[config.mk]
export PLATFORM = sky130hd
export DESIGN_NAME = ct_ifu_icache_refill_wr
export DESIGN_NICKNAME = d
export VERILOG_FILES = /design/src/rtl/ct_ifu_icache_pkg.sv /design/src/rtl/ct_ifu_icache_refill_buf.sv /design/src/rtl/ct_ifu_icache_refill_wr.sv
export SDC_FILE = /design/constraint.sdc
export NUM_CORES = 1
export LEC_CHECK = 0
export ABC_AREA = 1
export CORE_UTILIZATION = 30
export CTS_BUF_LIST = sky130_fd_sc_hd__clkbuf_4
export CTS_CLUSTER_DIAMETER = 40
export DETAILED_ROUTE_END_ITERATION = 7
export SETUP_SLACK_MARGIN = 0.1
export SLEW_MARGIN = 10
export SYNTH_ARGS = -nofsm -noshare
export SYNTH_HDL_FRONTEND = slang
export SYNTH_SLANG_ARGS = --single-unit
[constraint.sdc]
create_clock -name forever_cpuclk -period 1.9 [get_ports forever_cpuclk]
set_input_delay 0.19 -clock forever_cpuclk [delete_from_list [all_inputs] [get_ports forever_cpuclk]]
set_output_delay 0.19 -clock forever_cpuclk [all_outputs]
set_load 0.02 [all_outputs]
[src/rtl/ct_ifu_icache_pkg.sv]
// Shared types and constants for the IFU icache refill write path.
// The FSM encoding, line geometry and bank parity helper live here.
package ct_ifu_icache_pkg;

  typedef enum logic [1:0] {
    REFILL_IDLE = 2'd0,
    REFILL_FILL = 2'd1,
    REFILL_DONE = 2'd2
  } refill_state_e;

  localparam int unsigned NUM_BANKS  = 4;
  localparam int unsigned BANK_W     = 32;
  localparam int unsigned IDX_OFF_W  = 4;
  localparam int unsigned BEAT_CNT_W = 2;
  localparam int unsigned ACC_CNT_W  = 3;

  localparam logic [ACC_CNT_W-1:0]  BEATS_PER_LINE = 3'd4;
  localparam logic [BEAT_CNT_W-1:0] LAST_BEAT      = 2'd3;

  // Bank 0 is the most significant word of a beat; bit i is bank i's even parity.
  function automatic logic [NUM_BANKS-1:0] bank_parity(
    input logic [NUM_BANKS*BANK_W-1:0] beat
  );
    logic [NUM_BANKS-1:0] par;
    par = '0;
    for (int i = 0; i < NUM_BANKS; i++) begin
      par[i] = ^beat[(NUM_BANKS-1-i)*BANK_W +: BANK_W];
    end
    return par;
  endfunction

endpackage

[src/rtl/ct_ifu_icache_refill_buf.sv]
// One-entry refill beat buffer with its valid flag.
// ICACHE_REFILL_PARITY_EN adds per-bank parity captured with the beat.
module ct_ifu_icache_refill_buf
  import ct_ifu_icache_pkg::*;
#(
  parameter int BEAT_W = 128
) (
  input  logic              clk_i,
  input  logic              rst_n_i,
  input  logic              load_i,
  input  logic              drain_i,
  input  logic              flush_i,
  input  logic [BEAT_W-1:0] data_i,
  output logic              buf_vld_o,
  output logic [BEAT_W-1:0] buf_data_o
`ifdef ICACHE_REFILL_PARITY_EN
  ,
  output logic [NUM_BANKS-1:0] buf_par_o
`endif
);

  logic              vld_q, vld_d;
  logic [BEAT_W-1:0] data_q, data_d;

  // A load and a drain in the same cycle leave the entry full with the new beat.
  always_comb begin
    vld_d  = vld_q;
    data_d = data_q;
    if (flush_i) begin
      vld_d = 1'b0;
    end else if (load_i) begin
      vld_d  = 1'b1;
      data_d = data_i;
    end else if (drain_i) begin
      vld_d = 1'b0;
    end
  end

  always_ff @(posedge clk_i or negedge rst_n_i) begin
    if (!rst_n_i) begin
      vld_q  <= 1'b0;
      data_q <= '0;
    end else begin
      vld_q  <= vld_d;
      data_q <= data_d;
    end
  end

  assign buf_vld_o  = vld_q;
  assign buf_data_o = data_q;

`ifdef ICACHE_REFILL_PARITY_EN
  logic [NUM_BANKS-1:0] par_q, par_d;

  always_comb begin
    par_d = par_q;
    if (!flush_i && load_i) begin
      par_d = bank_parity(data_i);
    end
  end

  always_ff @(posedge clk_i or negedge rst_n_i) begin
    if (!rst_n_i) begin
      par_q <= '0;
    end else begin
      par_q <= par_d;
    end
  end

  assign buf_par_o = par_q;
`endif

endmodule

[src/rtl/ct_ifu_icache_refill_wr.sv]
// Icache data array 0 refill write controller: buffers four L2 beats and writes each
// across all four banks, yielding to fetch reads. Optional ICACHE_REFILL_PARITY_EN adds refill_par.
module ct_ifu_icache_refill_wr
  import ct_ifu_icache_pkg::*;
#(
  parameter int INDEX_W = 16,
  parameter int BEAT_W  = 128
) (
  input  logic                                    forever_cpuclk,
  input  logic                                    cpurst_b,
  input  logic                                    refill_req_vld,
  input  logic [INDEX_W-BEAT_CNT_W-IDX_OFF_W-1:0] refill_req_index,
  output logic                                    refill_req_rdy,
  input  logic                                    l2_refill_data_vld,
  input  logic [BEAT_W-1:0]                       l2_refill_data,
  output logic                                    l2_refill_data_rdy,
  input  logic                                    ifu_fetch_rd_vld,
  input  logic                                    ifu_icache_refill_flush,
  output logic                                    refill_wr_vld,
  output logic [NUM_BANKS-1:0]                    refill_bank_cen_b,
  output logic [NUM_BANKS-1:0]                    refill_bank_clk_en,
  output logic                                    refill_wen_b,
  output logic [INDEX_W-1:0]                      refill_index,
  output logic [BEAT_W-1:0]                       refill_din,
  output logic                                    refill_busy,
  output logic                                    refill_done,
  output refill_state_e                           refill_dbg_state
`ifdef ICACHE_REFILL_PARITY_EN
  ,
  output logic [NUM_BANKS-1:0]                    refill_par
`endif
);

  localparam int LINE_IDX_W = INDEX_W - BEAT_CNT_W - IDX_OFF_W;

  // Handshakes: a request is taken when refill_req_vld & refill_req_rdy, a beat when
  // l2_refill_data_vld & l2_refill_data_rdy, both on the rising clock edge; the sender
  // holds valid and payload stable until taken, and ready never waits on valid.

  refill_state_e          state_q, state_d;
  logic [LINE_IDX_W-1:0]  index_q, index_d;
  logic [BEAT_CNT_W-1:0]  beat_cnt_q, beat_cnt_d;
  logic [ACC_CNT_W-1:0]   acc_cnt_q, acc_cnt_d;

  logic                   buf_vld;
  logic [BEAT_W-1:0]      buf_data;
  logic                   flush;
  logic                   wr_fire;
  logic                   last_write;
  logic                   req_accept;
  logic                   beat_accept;

  assign flush       = ifu_icache_refill_flush;
  // Flush outranks a pending write so an aborted line never touches the array again.
  assign wr_fire     = buf_vld & ~ifu_fetch_rd_vld & ~flush;
  assign last_write  = wr_fire & (beat_cnt_q == LAST_BEAT);
  assign req_accept  = (state_q == REFILL_IDLE) & refill_req_vld & ~flush;
  assign beat_accept = l2_refill_data_vld & l2_refill_data_rdy;

  ct_ifu_icache_refill_buf #(
    .BEAT_W (BEAT_W)
  ) u_refill_buf (
    .clk_i      (forever_cpuclk),
    .rst_n_i    (cpurst_b),
    .load_i     (beat_accept),
    .drain_i    (wr_fire),
    .flush_i    (flush),
    .data_i     (l2_refill_data),
    .buf_vld_o  (buf_vld),
    .buf_data_o (buf_data)
`ifdef ICACHE_REFILL_PARITY_EN
    ,
    .buf_par_o  (refill_par)
`endif
  );

  always_ff @(posedge forever_cpuclk or negedge cpurst_b) begin
    if (!cpurst_b) begin
      state_q <= REFILL_IDLE;
    end else begin
      state_q <= state_d;
    end
  end

  always_comb begin
    state_d = state_q;
    if (flush) begin
      state_d = REFILL_IDLE;
    end else begin
      unique case (state_q)
        REFILL_IDLE: if (refill_req_vld) state_d = REFILL_FILL;
        REFILL_FILL: if (last_write)     state_d = REFILL_DONE;
        REFILL_DONE:                     state_d = REFILL_IDLE;
        default:                         state_d = REFILL_IDLE;
      endcase
    end
  end

  always_comb begin
    refill_req_rdy     = (state_q == REFILL_IDLE);
    refill_busy        = (state_q != REFILL_IDLE);
    refill_done        = (state_q == REFILL_DONE);
    refill_dbg_state   = state_q;
    l2_refill_data_rdy = (state_q == REFILL_FILL) & (acc_cnt_q < BEATS_PER_LINE) &
                         (~buf_vld | wr_fire);
    refill_wr_vld      = wr_fire;
    refill_bank_cen_b  = wr_fire ? '0 : '1;
    refill_bank_clk_en = wr_fire ? '1 : '0;
    refill_wen_b       = ~wr_fire;
    refill_index       = {index_q, beat_cnt_q, {IDX_OFF_W{1'b0}}};
    refill_din         = buf_data;
  end

  // beat_cnt wraps 3->0 on the fourth write, so DONE presents the line's base index.
  always_comb begin
    index_d    = index_q;
    beat_cnt_d = beat_cnt_q;
    acc_cnt_d  = acc_cnt_q;
    if (flush) begin
      beat_cnt_d = '0;
      acc_cnt_d  = '0;
    end else if (req_accept) begin
      index_d    = refill_req_index;
      beat_cnt_d = '0;
      acc_cnt_d  = '0;
    end else begin
      if (wr_fire) begin
        beat_cnt_d = beat_cnt_q + 2'd1;
      end
      if (beat_accept && (acc_cnt_q != BEATS_PER_LINE)) begin
        acc_cnt_d = acc_cnt_q + 3'd1;
      end
    end
  end

  always_ff @(posedge forever_cpuclk or negedge cpurst_b) begin
    if (!cpurst_b) begin
      index_q    <= '0;
      beat_cnt_q <= '0;
      acc_cnt_q  <= '0;
    end else begin
      index_q    <= index_d;
      beat_cnt_q <= beat_cnt_d;
      acc_cnt_q  <= acc_cnt_d;
    end
  end

endmodule

==> results.sh <==
export IMPL_cp_slowest_cell="dfrtp_1"
export IMPL_crit_family="flip-flops"
export IMPL_cts_buffers=17
export IMPL_cts_sinks=146
export IMPL_layout_cells_non_filler=1253
export IMPL_drv_slew=0
export IMPL_drc_errors=0
export IMPL_critPathMaxStageDelay_ps=450
export IMPL_setup_viol=0
export IMPL_yosysTopAreaCell="dfrtp_1"
export IMPL_synthTopCellsByArea="dfrtp_1 (56%), nand2_1 (16%), nand3_2 (11%), nand3_1 (5.2%), buf_12 (2.5%)"
export IMPL_async_flop_share_pct=100.0
export IMPL_worst_setup_path_end_kind="output port"
export IMPL_syn_area_per_cell_um2=9.649
export IMPL_startpoint_type="flop"
export IMPL_io_buffers=299
export IMPL_period_share_pct=92.14
export IMPL_hold_viol_final=0
export IMPL_top_level_ports=304
export IMPL_grt_start_max_net_pins=69
export IMPL_clock_fmax_mhz=571.2
export IMPL_initial_core_util_pct=30.74
export IMPL_post_drt_wl_per_cell_um=15.04
export IMPL_dieArea_um2=22270
export IMPL_insertion_delay_ps=530
export IMPL_n_antenna_cell=0
export IMPL_path_cells="inv_2 > nand2_2 > nor2_4 > nand2_2 > inv_2 > buf_6"
export IMPL_cts_tree="yes"
export IMPL_max_vdd_ir_drop_mv=0.4635
export IMPL_drt_first_pass_iters=4
export IMPL_synth_top_area_share_pct=56.18
export IMPL_ys_flop_type="dfrtp_1"
export IMPL_yosysMostFrequentCell="nand2_1"
export IMPL_r2r_slack_ps=210
export IMPL_rows=53
export IMPL_clockBufferDepth=2
export IMPL_path_clk_slew_ps=140
export IMPL_grt_usage_pct=16.80
export IMPL_via_per_inst=4.447
export IMPL_worst_pin_slew_ps=564.7
export IMPL_path_class="flop to output port"
export IMPL_vias=5572
export IMPL_synth_area_um2=6504
export IMPL_antenna_found_initial=0
export IMPL_cts_max_level=4
export IMPL_finClkSkew_ps=30.43
export IMPL_yosysWarnings=0
export IMPL_die_width_um=149.2
export IMPL_nNetsFinal=1113
export IMPL_period_needed_ps=1751
export IMPL_coreArea_um2=21150
export IMPL_power_density_nw_per_um2=1099
export IMPL_slew_headroom_pct=62.35
export IMPL_netlist_cell_type_count=25
export IMPL_drive_gt1_share_pct=16.05
export IMPL_place_area_um2=9706
export IMPL_hp_class="primary input to async pin"
export IMPL_drv_cap=0
export IMPL_yosysSeqAreaShare_pct=56.18
export IMPL_cp_data_arrival_time_ps=1560
export IMPL_grt_pass1_vias=5523
export IMPL_clockRootBuffer="clkbuf_4"
export IMPL_place_detailed_hpwl_um=12950
export IMPL_finalInstanceArea_um2=10340
export IMPL_dieHeight_um=149.2
export IMPL_grt_pass1_wl_um=29170
export IMPL_required_ps=1710
export IMPL_worstPathMaxFanout=4
export IMPL_synth_cells=674
export IMPL_drtIter0Drc=207
export IMPL_finalWeightedCongestion=0.7687
export IMPL_grt_ovfl_total=0
export IMPL_dp_cells=1215
export IMPL_synthTopCellsByCount="nand2_1 (277), dfrtp_1 (146), nand3_2 (70)"
export IMPL_synth_edff_count=0
export IMPL_rsz0062_at_grt="yes"
export IMPL_routed_wl_um=18850
export IMPL_p_leak_nw=6.068
export IMPL_cp_num_buf_inv=3
export IMPL_drtAntennaViolNets=0
export IMPL_status="complete, no violations"
export IMPL_ys_seq_elements=146
export IMPL_area_growth_pct=59.02
==> placed cells by master, fill, tap and decap left out, types with 2 or more instances in the layout <==
cell	n
buf_2	8
dlygate4sd2_1	19
inv_2	5
buf_6	4
clkbuf_4	19
buf_12	12
nand4_1	3
dlymetal6s2s_1	101
inv_1	19
bufinv_16	6
o21ai_0	12
nand3_2	70
ha_1	3
nor2_4	4
clkdlybuf4s50_1	165
dfrtp_1	145
buf_4	15
inv_6	4
nand3_1	67
conb_1	4
nand2_2	2
nand2_1	276
==> timing repair <==
| item | 4_1_cts | 5_1_grt |
|---|---|---|
| endpoints found under the hold margin | 102 | 0 |
| endpoints found under the setup margin | 32 | 114 |
| pin swaps | 3 | 3 |
| hold buffers | 1 | 0 |
| gates resized for setup | 72 | 114 |
| buffers inserted | 2 | 4 |
==> cell families (layout without fill, tap and decap cells) <==
family	Yosys count	in the layout	synth area share [%]
simple gates	425	425	32.99
flops	146	146	56.18
buf+inv	82	383	8.696
compound gates	16	16	1.366
fa+ha+maj	3	3	0.5772
other cells	1	4	0.05766
xor+xnor	1	1	0.1347
==> cell type report <==
class,instances,area (um^2)
inverters,25,98.84
clock buffers,19,142.6
clock inverters,12,227.7
well taps,275,344.1
flip-flops and latches,146,3655
fillers,2018,10810
repair buffers,327,3545
multi-input cells,449,2330
==> registers in the layout, summed over array words and instances (netlist names) <==
signal and cells:
u_refill_buf.buf_data_o 128, index_q 10, acc_cnt_q 3, beat_cnt_q 2, refill_dbg_state 2, u_refill_buf.buf_vld_o 1
==> power by group <==
part / internal (mW) / switching (mW)
logic: 2.03 / 2.37
registers: 3.97 / 0.463
clock network: 1.35 / 1.18
total: 7.35 / 4.02
==> final timing paths <==
check                                          startpoint                      endpoint  cells after the start
max in group asynchronous                        cpurst_b  u_refill_buf.buf_data_o[102]                      3
hold / removal                                   cpurst_b   u_refill_buf.buf_data_o[65]                      2
min in group forever_cpuclk            l2_refill_data[41]   u_refill_buf.buf_data_o[41]                      3
setup reg to reg                      refill_dbg_state[1]    u_refill_buf.buf_data_o[7]                      9
setup / recovery                      refill_dbg_state[1]            l2_refill_data_rdy                      6
hold reg to reg              u_refill_buf.buf_data_o[127]  u_refill_buf.buf_data_o[127]                      2
==> metal layers <==
layer / share of wire, % / global-route usage, %
met1: 44 / 21.38
met2: 46 / 26.63
met3: 8.7 / 6.636
met4: 0.65 / 3.980
met5: 0 / 0
==> per-stage QoR <==
step / util, % / setup slack (ps) / setup TNS, ps / hold WS, ps / power [mW]
4_1_cts: 47.45 / 57.46 / 0 / 114.4 / 11.66
5_1_grt: 48.89 / -12.79 / -12.79 / 103.3 / 12.04
3_3_place_gp: 45.88 / -10.02 / -10.02 / 203.9 / 9.101
6_report: 48.89 / 149.3 / 0 / 153.9 / 11.36
2_1_floorplan: - / 290.8 / 0 / -105.6 / 6.604
3_5_place_dp: 45.88 / -28.19 / -143.1 / 197.3 / 9.123
Note: power is estimated with default switching activity, not from simulation.
